**config.mk**
```make
export PLATFORM = sky130hd
export DESIGN_NAME = song_sequencer
export DESIGN_NICKNAME = d
export VERILOG_FILES = /design/src/rtl/song_sequencer.sv
export SDC_FILE = /design/constraint.sdc
export NUM_CORES = 1
export LEC_CHECK = 0
export CAP_MARGIN = 20
export CORE_MARGIN = 10
export CORE_UTILIZATION = 40
export DETAILED_ROUTE_END_ITERATION = 6
export HOLD_SLACK_MARGIN = 0.1
export PLACE_DENSITY = 0.71
export SYNTH_ARGS = -nofsm -noshare
export SYNTH_HDL_FRONTEND = slang
export SYNTH_SLANG_ARGS = --single-unit
```
**constraint.sdc**
```tcl
create_clock -name i_clk -period 2.8 [get_ports i_clk]
set_input_delay 0.56 -clock i_clk [delete_from_list [all_inputs] [get_ports i_clk]]
set_output_delay 0.56 -clock i_clk [all_outputs]
set_load 0.01 [all_outputs]
```
**src/rtl/song_sequencer.sv**
```systemverilog
// rtl/song_sequencer.sv - song ROM walker feeding note_player, plus note tick divider
module song_sequencer #(
  parameter int ADDR_W = 8
) (
  input  logic              i_clk,
  input  logic              i_rst,
  input  logic              i_frame_stb,
  input  logic              i_start,
  input  logic              i_stop,
  input  logic [ADDR_W-1:0] i_base_addr,
  input  logic [3:0]        i_tempo,
  output logic [ADDR_W-1:0] o_song_addr,
  input  logic [15:0]       i_song_data,
  output logic              o_load,
  output logic [5:0]        o_pitch,
  output logic [4:0]        o_duration,
  output logic [3:0]        o_instrument,
  output logic              o_note_stb,
  input  logic              i_done,
  output logic              o_busy,
  output logic              o_song_end
);

  typedef enum logic [2:0] {
    S_IDLE,
    S_FETCH,
    S_WAIT,
    S_DECODE,
    S_LOAD,
    S_PLAY
  } state_t;

  state_t      state_q;
  state_t      state_d;
  logic [15:0] word_q;
  logic        loop_flag_q;
  logic        play_hold_q;
  logic [3:0]  tempo_cnt_q;

  // Decoded view of the registered song word.
  logic is_ctrl;
  logic is_loop;
  logic take_jump;

  assign is_ctrl   = word_q[15];
  assign is_loop   = word_q[14];
  // A second control word straight after a jump ends the song instead of
  // jumping again, so a loop that never reaches a note cannot spin forever.
  assign take_jump = is_ctrl && is_loop && !loop_flag_q;

  assign o_busy     = (state_q != S_IDLE);
  assign o_note_stb = o_busy && i_frame_stb && (tempo_cnt_q == i_tempo);

  // State register.
  always_ff @(posedge i_clk or posedge i_rst) begin
    if (i_rst) begin
      state_q <= S_IDLE;
    end else begin
      state_q <= state_d;
    end
  end

  // Next-state and pulse outputs; stop beats start, start beats normal flow.
  always_comb begin
    state_d    = state_q;
    o_load     = 1'b0;
    o_song_end = 1'b0;
    if (i_stop) begin
      state_d = S_IDLE;
    end else if (i_start) begin
      state_d = S_FETCH;
    end else begin
      case (state_q)
        S_IDLE:   state_d = S_IDLE;
        S_FETCH:  state_d = S_WAIT;
        S_WAIT:   state_d = S_DECODE;
        S_DECODE: begin
          if (!is_ctrl) begin
            state_d = S_LOAD;
          end else if (take_jump) begin
            state_d = S_FETCH;
          end else begin
            o_song_end = 1'b1;
            state_d    = S_IDLE;
          end
        end
        S_LOAD: begin
          o_load  = 1'b1;
          state_d = S_PLAY;
        end
        S_PLAY: begin
          // The player's done flag may still be high from the previous note
          // during the first PLAY cycle, so it is only honoured afterwards.
          if (!play_hold_q && i_done) begin
            state_d = S_FETCH;
          end
        end
        default:  state_d = S_IDLE;
      endcase
    end
  end

  // Address, fetched word, loop guard and latched note fields.
  always_ff @(posedge i_clk or posedge i_rst) begin
    if (i_rst) begin
      o_song_addr  <= '0;
      word_q       <= '0;
      loop_flag_q  <= 1'b0;
      play_hold_q  <= 1'b0;
      o_pitch      <= '0;
      o_duration   <= '0;
      o_instrument <= '0;
    end else begin
      play_hold_q <= (state_q == S_LOAD);
      if (i_stop) begin
        loop_flag_q <= 1'b0;
      end else if (i_start) begin
        o_song_addr <= i_base_addr;
        loop_flag_q <= 1'b0;
      end else begin
        case (state_q)
          S_WAIT: word_q <= i_song_data;
          S_DECODE: begin
            if (!is_ctrl) begin
              o_instrument <= word_q[14:11];
              o_pitch      <= word_q[10:5];
              o_duration   <= word_q[4:0];
              loop_flag_q  <= 1'b0;
            end else if (take_jump) begin
              o_song_addr <= word_q[ADDR_W-1:0];
              loop_flag_q <= 1'b1;
            end else begin
              loop_flag_q <= 1'b0;
            end
          end
          S_LOAD: o_song_addr <= o_song_addr + ADDR_W'(1);
          default: ;
        endcase
      end
    end
  end

  // Tempo divider: counts frame strobes only while playing.
  always_ff @(posedge i_clk or posedge i_rst) begin
    if (i_rst) begin
      tempo_cnt_q <= '0;
    end else if (i_start && !i_stop) begin
      tempo_cnt_q <= '0;
    end else if (o_busy && i_frame_stb) begin
      if (tempo_cnt_q == i_tempo) begin
        tempo_cnt_q <= '0;
      end else begin
        tempo_cnt_q <= tempo_cnt_q + 4'd1;
      end
    end
  end

endmodule

```
==> results_dict.tcl <==
set metrics [dict create \
    p_leak_nw 1.347 \
    n_antenna_cell 0 \
    initial_utilization 0.4199 \
    synth_xor_area_frac 0.02232 \
    slowest_stage "clkdlybuf4s50_1" \
    postRouteAntennaNets 0 \
    drv_cap 0 \
    ys_seq_area_frac 0.5101 \
    crit_buf_inv 2 \
    io_pins 61 \
    grt_pass1_vias 1945 \
    critPathMostFrequentCell "clkdlybuf4s50_1" \
    cp_slowest_stage_delay_ns 0.58 \
    dpl.hpwl_microns 4364 \
    fp.dieH_microns 96.73 \
    grt_setup_unrepaired "false" \
    synth_mux_area_frac 0.1615 \
    synth_top_family_by_area "multiplexers" \
    timing.fmax_mhz 378.2 \
    fin_worst_skew_ns 0.002410 \
    endpoint_kind "output pin" \
    wire_per_inst_microns 16.63 \
    vias 1832 \
    synth_simple_gate_area_frac 0.1397 \
    synth_edf_count 0 \
    grt.total_usage 0.1213 \
    path_class "in -> out" \
    grt_overflow 0 \
    fp.dieW_microns 96.73 \
    final_cells 344 \
    ys_async_sr_fraction 1.000 \
    wl_microns 5719 \
    synth_compound_area_frac 0.1169 \
    ys_ff_latch 48 \
    synthesis.nets 241 \
    area_delta_synth_final_pct 34.70 \
    crit_path_cell_trace "clkdlybuf4s50_1 > xnor2_1 > nand4_1 > nor2_1 > clkdlybuf4s50_1" \
    dieArea_sq_um 9356 \
    setup_viol 0 \
    fin_nets 308 \
    fin_crit_ns 2.644 \
    grt_antenna_before_repair 0 \
    reg2reg_slack_ns 0.67 \
    clkSinkCount 48 \
    ys.flop_type "dfrtp_1" \
    drv_slew 0 \
    ctsResizeCount 0 \
    min_period_over_period 0.9443 \
    io_buffers 60 \
    post_cts_buffers 0 \
    synthesis.area_sq_um 2355 \
    drcViolationCount 0 \
    cts_tree "yes" \
    yosys_warnings 0 \
    clkTransAtPathRegs_ns 0.09 \
    insertion_delay_ns 0.31 \
    netlist_instances 204 \
    hold_path_class "reg -> reg" \
    synthDistinctLibCells 46 \
    place_congestion 0.8751 \
    status "complete, no violations" \
    ir_worst_vdd_uv 347.5 \
    rows 27 \
    clock_path_buffers 2 \
    cp_top_family "buffers and inverters" \
    hold_ws_ns 0.5100 \
    tns_ns 0 \
    hold_violations 0 \
    core_sq_um 5608 \
    drtPass1Iterations 4 \
    slew-limit-headroom 0.6694 \
    power_density_nw_per_um2 532.9 \
    grt_pass1_wl_microns 9646 \
    cts-buffers-inserted 5 \
    required_ns 2.24 \
    critPathArrivalTime_ns 2.08 \
    drt-vias-per-instance 5.326 \
    h-tree-depth 2 \
    grt_max_degree 21 \
    avgSynthCellArea_sq_um 11.54 \
    cts-root-buf "clkbuf_8" \
    drive_gt1_frac 0.2022 \
    first_iter_violations 75 \
    synth_fa_ha_area_frac 0.01594 \
    worst_slew_pin_slew_ns 0.4917 \
    crit_path_start_kind "input port" \
    cts_hold_buf 0 \
    cp_max_fo 3 \
    placed_cells_incl_taps 336 \
]
-- cells in the mapped netlist, types with 3 or more instances --
master | n | share of area
or3_1 | 3 | 0.0080
nand3_1 | 6 | 0.013
nor3_1 | 3 | 0.0064
nor4_1 | 4 | 0.011
inv_1 | 4 | 0.0064
xnor2_1 | 4 | 0.015
mux2_2 | 32 | 0.15
o41ai_1 | 3 | 0.011
o21ai_0 | 10 | 0.021
clkbuf_1 | 3 | 0.0048
a31oi_1 | 4 | 0.011
ha_1 | 3 | 0.016
buf_2 | 3 | 0.0064
nand2_1 | 11 | 0.018
a21oi_1 | 9 | 0.019
nor2_1 | 9 | 0.014
dfrtp_1 | 48 | 0.51
-- worst paths after layout --
path,to,cells past startpoint,startpoint
worst min-delay path,word_q[10],1,word_q[10]
worst min register to register,word_q[10],1,word_q[10]
worst max-delay path,o_note_stb,5,i_tempo[2]
worst max register to register,o_song_addr[2],5,state_q[0]
min in group asynchronous,word_q[8],2,i_rst
max in group asynchronous,o_pitch[2],3,i_rst
-- metrics by stage --
step	area [sq um]	util	power (mW)	setup WS [ns]
3_5_place_dp	3057	0.5451	1.184	0.1565
4_1_cts	3172	0.5656	1.711	0.1483
5_1_grt	3172	0.5656	1.779	0.07182
3_3_place_gp	3057	0.5451	1.175	0.1514
2_1_floorplan	2355	-	1.013	0.7640
6_report	3172	0.5656	1.690	0.1560
-- sequential cells by signal, indices dropped and copies added (netlist names) --
register      cells
word_q           16
o_pitch           6
o_instrument      4
loop_flag_q       1
state_q           3
play_hold_q       1
tempo_cnt_q       4
o_duration        5
o_song_addr       8
-- cell type report --
cell class / instances / area [sq um]
clock buffers: 5 / 68.82
clock inverters: 3 / 46.29
fillers: 532 / 2436
inverters: 6 / 22.52
multi-input cells: 141 / 1075
flip-flops and latches: 48 / 1201
well taps: 72 / 90.09
repair buffers: 69 / 668.1
-- layer usage --
layer  wire length [microns]  global-route usage  vias to the layer above
li1                        -                   -                      881
met1                    2533              0.1434                      887
met2                    2785              0.2035                       52
met3                     282             0.03123                       12
met4                     117             0.04848                        0
met5                       0                   0                        -
-- cell usage in the layout, fill, tap and decap left out, types with 3 or more instances in the layout --
| cell | synthesis | layout |
|---|---|---|
| a21oi_1 | 9 | 9 |
| nor4_1 | 4 | 4 |
| a31oi_1 | 4 | 4 |
| clkbuf_8 | 0 | 5 |
| buf_4 | 1 | 9 |
| or3_1 | 3 | 3 |
| nor2_1 | 9 | 9 |
| o41ai_1 | 3 | 3 |
| ha_1 | 3 | 3 |
| inv_1 | 4 | 3 |
| nand2_1 | 11 | 11 |
| dfrtp_1 | 48 | 48 |
| nor3_1 | 3 | 3 |
| clkdlybuf4s50_1 | 0 | 60 |
| mux2_2 | 32 | 32 |
| o21ai_0 | 10 | 10 |
| nand3_1 | 6 | 6 |
| xnor2_1 | 4 | 4 |
-- report_power, final --
| group | internal [mW] | switching (mW) | total (mW) |
|---|---|---|---|
| logic | 0.192 | 0.118 | 0.311 |
| clock network | 0.269 | 0.256 | 0.525 |
| registers | 0.775 | 0.0791 | 0.855 |
-- kinds of logic (layout without fill, tap and decap cells) --
group,count (synthesis),count (layout)
xor+xnor,6,6
buf+inv,15,83
flops,48,48
compound gates,41,41
simple gates,57,57
mux,34,34
fa+ha+maj,3,3
Power figures use the tool's default switching activity.
